==> config.mk <==
export PLATFORM = sky130hd
export DESIGN_NAME = sprite_rom_arbiter
export DESIGN_NICKNAME = d
export VERILOG_FILES = /design/src/rtl/sprite_rom_arbiter_pkg.sv /design/src/rtl/rr_arb2.sv /design/src/rtl/sprite_rom_arbiter.sv
export SDC_FILE = /design/constraint.sdc
export NUM_CORES = 1
export LEC_CHECK = 0
export CAP_MARGIN = 20
export CORE_MARGIN = 3
export CORE_UTILIZATION = 42
export CTS_CLUSTER_DIAMETER = 100
export DETAILED_ROUTE_END_ITERATION = 10
export MAX_ROUTING_LAYER = met4
export PLACE_DENSITY = 0.77
export SYNTH_ARGS = -nofsm -noshare
export SYNTH_HDL_FRONTEND = slang
export SYNTH_SLANG_ARGS = --single-unit
==> constraint.sdc <==
create_clock -name vga_clk -period 3.3 [get_ports vga_clk]
set_clock_uncertainty 0.1 [all_clocks]
set_input_delay 0.66 -clock vga_clk [delete_from_list [all_inputs] [get_ports vga_clk]]
set_output_delay 0.66 -clock vga_clk [all_outputs]
set_load 0.03 [all_outputs]
==> src/rtl/sprite_rom_arbiter_pkg.sv <==
// Shared types and default widths for the sprite ROM arbiter.
// The owner tag identifies which requester a ROM read belongs to.
package sprite_rom_arbiter_pkg;

    localparam int DEF_ADDR_W = 16;
    localparam int DEF_DATA_W = 4;

    typedef enum logic [1:0] {
        OWN_NONE = 2'd0,
        OWN_P0   = 2'd1,
        OWN_P1   = 2'd2
    } owner_t;

endpackage

==> src/rtl/rr_arb2.sv <==
// Two-way grant logic: fixed p0 priority during active video, round-robin in
// blanking, with a starvation override that forces a p1 grant.
module rr_arb2
    import sprite_rom_arbiter_pkg::*;
#(
    parameter int STARVE_LIMIT = 8
) (
    input  logic   clk,
    input  logic   rst_n,
    input  logic   display_en,
    input  logic   p0_req,
    input  logic   p1_req,
    output logic   p0_gnt,
    output logic   p1_gnt,
    output logic   p1_forced,
    output owner_t winner
);

    localparam logic [7:0] LIMIT = 8'(STARVE_LIMIT);

    logic [7:0] wait1;
    owner_t     last_owner;
    logic       force_p1;

    // Forcing is a blanking-only escape hatch; wait1 still counts during video.
    assign force_p1 = !display_en && p1_req && (wait1 >= LIMIT);

    always_comb begin
        p0_gnt    = 1'b0;
        p1_gnt    = 1'b0;
        p1_forced = 1'b0;
        winner    = OWN_NONE;
        if (display_en) begin
            if (p0_req) begin
                p0_gnt = 1'b1;
            end else if (p1_req) begin
                p1_gnt = 1'b1;
            end
        end else if (force_p1) begin
            p1_gnt    = 1'b1;
            p1_forced = 1'b1;
        end else if (p0_req && p1_req) begin
            if (last_owner == OWN_P0) begin
                p1_gnt = 1'b1;
            end else begin
                p0_gnt = 1'b1;
            end
        end else begin
            p0_gnt = p0_req;
            p1_gnt = p1_req;
        end
        if (p0_gnt) begin
            winner = OWN_P0;
        end else if (p1_gnt) begin
            winner = OWN_P1;
        end
    end

    // Reset owner to p1 so the first blanking tie goes to the renderer.
    always_ff @(posedge clk or negedge rst_n) begin
        if (!rst_n) begin
            wait1      <= 8'd0;
            last_owner <= OWN_P1;
        end else begin
            if (p1_gnt) begin
                wait1 <= 8'd0;
            end else if (p1_req && (wait1 != 8'hFF)) begin
                wait1 <= wait1 + 8'd1;
            end
            if (p0_gnt) begin
                last_owner <= OWN_P0;
            end else if (p1_gnt) begin
                last_owner <= OWN_P1;
            end
        end
    end

endmodule

==> src/rtl/sprite_rom_arbiter.sv <==
// Shares one sprite ROM between the renderer (p0) and the overlay/UI (p1);
// an owner tag follows each read through the ROM latency to route the data.
module sprite_rom_arbiter
    import sprite_rom_arbiter_pkg::*;
#(
    parameter int ADDR_W       = DEF_ADDR_W,
    parameter int DATA_W       = DEF_DATA_W,
    parameter int ROM_LAT      = 1,
    parameter int STARVE_LIMIT = 8
) (
    input  logic              vga_clk,
    input  logic              rst_n,
    input  logic              display_en,
    input  logic              p0_req,
    input  logic [ADDR_W-1:0] p0_addr,
    output logic              p0_gnt,
    output logic              p0_rvalid,
    output logic [DATA_W-1:0] p0_rdata,
    input  logic              p1_req,
    input  logic [ADDR_W-1:0] p1_addr,
    output logic              p1_gnt,
    output logic              p1_rvalid,
    output logic [DATA_W-1:0] p1_rdata,
    output logic [ADDR_W-1:0] rom_addr,
    input  logic [DATA_W-1:0] rom_q,
    input  logic              clr_stats,
    output logic [15:0]       deny_cnt,
    output logic              p1_forced
);

    owner_t winner;
    owner_t tag_pipe [ROM_LAT+1];

    rr_arb2 #(
        .STARVE_LIMIT(STARVE_LIMIT)
    ) u_arb (
        .clk       (vga_clk),
        .rst_n     (rst_n),
        .display_en(display_en),
        .p0_req    (p0_req),
        .p1_req    (p1_req),
        .p0_gnt    (p0_gnt),
        .p1_gnt    (p1_gnt),
        .p1_forced (p1_forced),
        .winner    (winner)
    );

    // Address register; the tag pipe is one stage per ROM cycle plus this one.
    always_ff @(posedge vga_clk or negedge rst_n) begin
        if (!rst_n) begin
            rom_addr <= '0;
            for (int i = 0; i <= ROM_LAT; i++) begin
                tag_pipe[i] <= OWN_NONE;
            end
        end else begin
            if (p0_gnt) begin
                rom_addr <= p0_addr;
            end else if (p1_gnt) begin
                rom_addr <= p1_addr;
            end
            tag_pipe[0] <= winner;
            for (int i = 1; i <= ROM_LAT; i++) begin
                tag_pipe[i] <= tag_pipe[i-1];
            end
        end
    end

    // Response stage: rom_q is steered by the tag that matured this cycle.
    assign p0_rvalid = (tag_pipe[ROM_LAT] == OWN_P0);
    assign p1_rvalid = (tag_pipe[ROM_LAT] == OWN_P1);
    assign p0_rdata  = p0_rvalid ? rom_q : '0;
    assign p1_rdata  = p1_rvalid ? rom_q : '0;

    always_ff @(posedge vga_clk or negedge rst_n) begin
        if (!rst_n) begin
            deny_cnt <= 16'd0;
        end else if (clr_stats) begin
            deny_cnt <= 16'd0;
        end else if (p1_req && !p1_gnt && (deny_cnt != 16'hFFFF)) begin
            deny_cnt <= deny_cnt + 16'd1;
        end
    end

endmodule

==> reports/metrics.csv <==
metric;value;unit
Distinct cells, synth;37;
vias in the first global route;2086;
Clock transition at path regs;0.08;ns
Avg Inst Size Synth;9.68;sq um
Gate power share;23.7;%
LEAKAGE;1.40;nW
Rows;26;
CTS max path bufs;2;
die width;80.5;microns
fraction of layout cells with a size suffix above 1;7.83;%
critical path class;input pin to output port;
post-synth net total;286;
Startpoint Class;input pin;
clk root buf;clkbuf_8;
CP max-delay cell;or4b_4;
CTS Buf Count;5;
die area;6490;sq um
vias per cell;5.23;
Total Wirelength;5660;microns
DR iter-0 viols;142;
arrival time at the worst endpoint;2.32;ns
r2r startpoint;deny_cnt[0]$_DFFE_PN0P_;
Residual DRC;0;
Seq cells post-synth;46;
busiest layer in global routing;met2;
clock group share of total power;27.7;%
top fanout value on the critical path;3;
All-Layer GR Usage;19.3;%
GPL Wtd Cong;0.744;
Area Overhead vs Synth;45.3;%
total gr overflow;0;
Routed Antenna Nets;0;
CP required;2.54;ns
Final period util;93.4;%
Buf/Inv on CP;2;
met2 usage;31.0;%
Vias;2104;
fin crit period;3.08;ns
PostCTS Resize Cnt;0;
Crit. Startpoint;p0_req;
post-route cell area;3390;sq um
CP max stage delay;0.48;ns
Placed Area;3280;sq um
wire per inst;14.1;microns
Hold WS;0.113;ns
Sw Ratio;28.8;%
Final TNS setup;0;ns
FMAX;324;MHz
Seq/Total Area, Yosys;49.4;%
GR met1 Demand/Resource;24.4;%
CP delay by family, top;simple AND/OR/NAND/NOR gates;
clk_lat worst skew;0.30;ns
CTS tree;done;
R2R depth;7;
Switching Power;0.368;mW
Seq pwr share;48.6;%
cell area after synthesis;2330;sq um
relative slew slack;52.1;%
yosys warns;0;
PwrDens;378;nW/um^2
Initial Util;44.6;%
Final #Nets;376;
# setup viols final;0;
n_diodes;0;
antenna violations before repair;0;
Ports;87;
measured slew at the worst slew-check pin;0.716;ns
post-DP HPWL;4100;microns
Final Hold Viols;0;
critical path depth in cells;5;
Critical Path Sink;p1_gnt;
Die Y;80.5;microns
RSZ-0062 raised after global routing;false;
Hold Path Class;input pin to async pin;
hold_buf cts;0;
Worst R2R Setup Slack;0.67;ns
Core Footprint;5240;sq um
Critical Path Sink Type;output port;
max cap viols;0;
pin count of the biggest net entering global routing;47;
internal power;0.912;mW
r2r endpoint;deny_cnt[1]$_DFFE_PN0P_;
first-pass GRT wire length;9560;microns
status;complete, no violations;
Peak supply drop;0.231;mV
htree depth;2;
met3 GRT Util;4.15;%
post-CTS setup buffers;0;
critical-path cell list;clkdlybuf4s50_1, or4b_4, o41ai_4, and2b_1, buf_4;
post-synthesis cell count;241;
# port buffers;86;
CTS Sinks;46;
drt pass-1 iters;4;
Slew Viols, Final;0;
[metrics by stage]
step | std cells | setup WS (ns) | utilization, % | total power [mW]
global route | 402 | 0.141 | 64.7 | 1.34
detailed placement | 393 | 0.0783 | 62.6 | 0.936
CTS | 401 | 0.194 | 64.3 | 1.29
finish | 402 | 0.217 | 64.7 | 1.28
global placement | 393 | 0.133 | 62.6 | 0.930
floorplan | 241 | 0.643 | - | 0.785
[logic make-up after synthesis]
logic type	after synthesis	share of synthesized area, %
AO/OA/AOI/OAI	46	12.0
multiplexers	21	9.17
buffers and inverters	20	3.59
XOR/XNOR	8	3.00
adder cells (fa/ha/maj)	3	1.61
AND/OR/NAND/NOR	97	21.2
flip-flops	46	49.4
[synth_stat cells]
master | count | area share, %
dfrtp_1 | 45 | 48
nor2_1 | 38 | 6.1
a21oi_1 | 26 | 5.6
mux2i_1 | 18 | 7.7
inv_1 | 9 | 1.4
o21ai_0 | 9 | 1.9
and2_1 | 8 | 2.1
clkbuf_1 | 8 | 1.3
nand2_1 | 8 | 1.3
nand4_1 | 8 | 2.1
nand3_1 | 7 | 1.5
or3_1 | 6 | 1.6
xnor2_1 | 5 | 1.9
nor2b_1 | 4 | 1.1
nor3_1 | 4 | 0.86
nor4_1 | 4 | 1.1
o31ai_1 | 4 | 1.3
or4_1 | 4 | 1.3
ha_1 | 3 | 1.6
mux2_2 | 3 | 1.4
xor2_1 | 3 | 1.1
and2b_1 | 2 | 0.64
a211oi_1 | 1 | 0.32
a22o_1 | 1 | 0.38
a31oi_1 | 1 | 0.27
and3_1 | 1 | 0.27
and3b_1 | 1 | 0.38
buf_1 | 1 | 0.16
buf_2 | 1 | 0.21
buf_6 | 1 | 0.48
dfstp_2 | 1 | 1.1
nand2b_1 | 1 | 0.27
o211ai_1 | 1 | 0.32
o211ai_2 | 1 | 0.54
o21ai_1 | 1 | 0.21
o41ai_4 | 1 | 1.2
or4b_4 | 1 | 0.59
[worst register-to-register path: cells and delay by family, from the launching register on]
family | cells | cell delay [ns]
muxes | 1 | 0.18
AOI/OAI and AO/OA | 1 | 0.62
buffers and inverters | 1 | 0.26
DFF | 1 | 0.43
and+or+nand+nor | 3 | 0.73
adders and majority gates | 1 | 0.19
[routing by layer]
metal	wire, microns	vias to the layer above	part of all wire [%]
met5	0	-	0
met4	82	0	1.4
met3	364	6	6.4
met2	2710	75	48
met1	2500	997	44
li1	-	1026	-
[worst min path at each step]
stage	start	end	slack, ns	depth (start not counted)
after CTS	tag_pipe[2]$_DFF_PN0_	tag_pipe[0]$_DFF_PN0_	0.26	0
after floorplan	tag_pipe[2]$_DFF_PN0_	tag_pipe[0]$_DFF_PN0_	0.23	0
after detailed placement	tag_pipe[2]$_DFF_PN0_	tag_pipe[0]$_DFF_PN0_	0.24	0
final	rst_n	deny_cnt[0]$_DFFE_PN0P_	0.11	1
after global routing	rst_n	deny_cnt[0]$_DFFE_PN0P_	0.11	1
after global placement	tag_pipe[2]$_DFF_PN0_	tag_pipe[0]$_DFF_PN0_	0.23	0
[flip-flops by register name, summed over array words and instances, names as in the netlist]
signal and count:
rom_addr 16, deny_cnt 16, u_arb.last_owner 2, tag_pipe 4, u_arb.wait1 8
[cell usage in the layout, fill, tap and decap left out, types with 2 or more instances in the layout]
cell type,synthesis,final
o31ai_1,4,4
and2b_1,2,2
mux2i_1,18,18
o21ai_0,9,9
xor2_1,3,3
buf_4,0,9
nand4_1,8,8
nor4_1,4,4
xnor2_1,5,5
and2_1,8,8
nor2_1,38,38
inv_1,9,9
or4_1,4,4
clkdlybuf4s50_1,0,83
dfrtp_1,45,45
ha_1,3,3
or3_1,6,6
a21oi_1,26,26
clkbuf_8,0,6
nor3_1,4,4
nor2b_1,4,4
mux2_2,3,3
nand2_1,8,8
nand3_1,7,7
[final cells by class]
cell class | count | area (sq um)
fillers | 458 | 1850
flip-flops and latches | 46 | 1150
multi-input cells | 175 | 1100
inverters | 9 | 33.8
clock inverters | 1 | 5.00
well taps | 70 | 87.6
clock buffers | 7 | 86.3
repair buffers | 94 | 923
[power by group through the flow]
| stage | registers (mW) | clock network [mW] | logic, mW |
|---|---|---|---|
| floorplan | 0.679 | 0 | 0.107 |
| global placement | 0.631 | 0 | 0.299 |
| detailed placement | 0.633 | 0 | 0.304 |
| CTS | 0.622 | 0.363 | 0.304 |
| global route | 0.627 | 0.387 | 0.329 |
| finish | 0.622 | 0.355 | 0.303 |
Power figures use the tool's default switching activity.
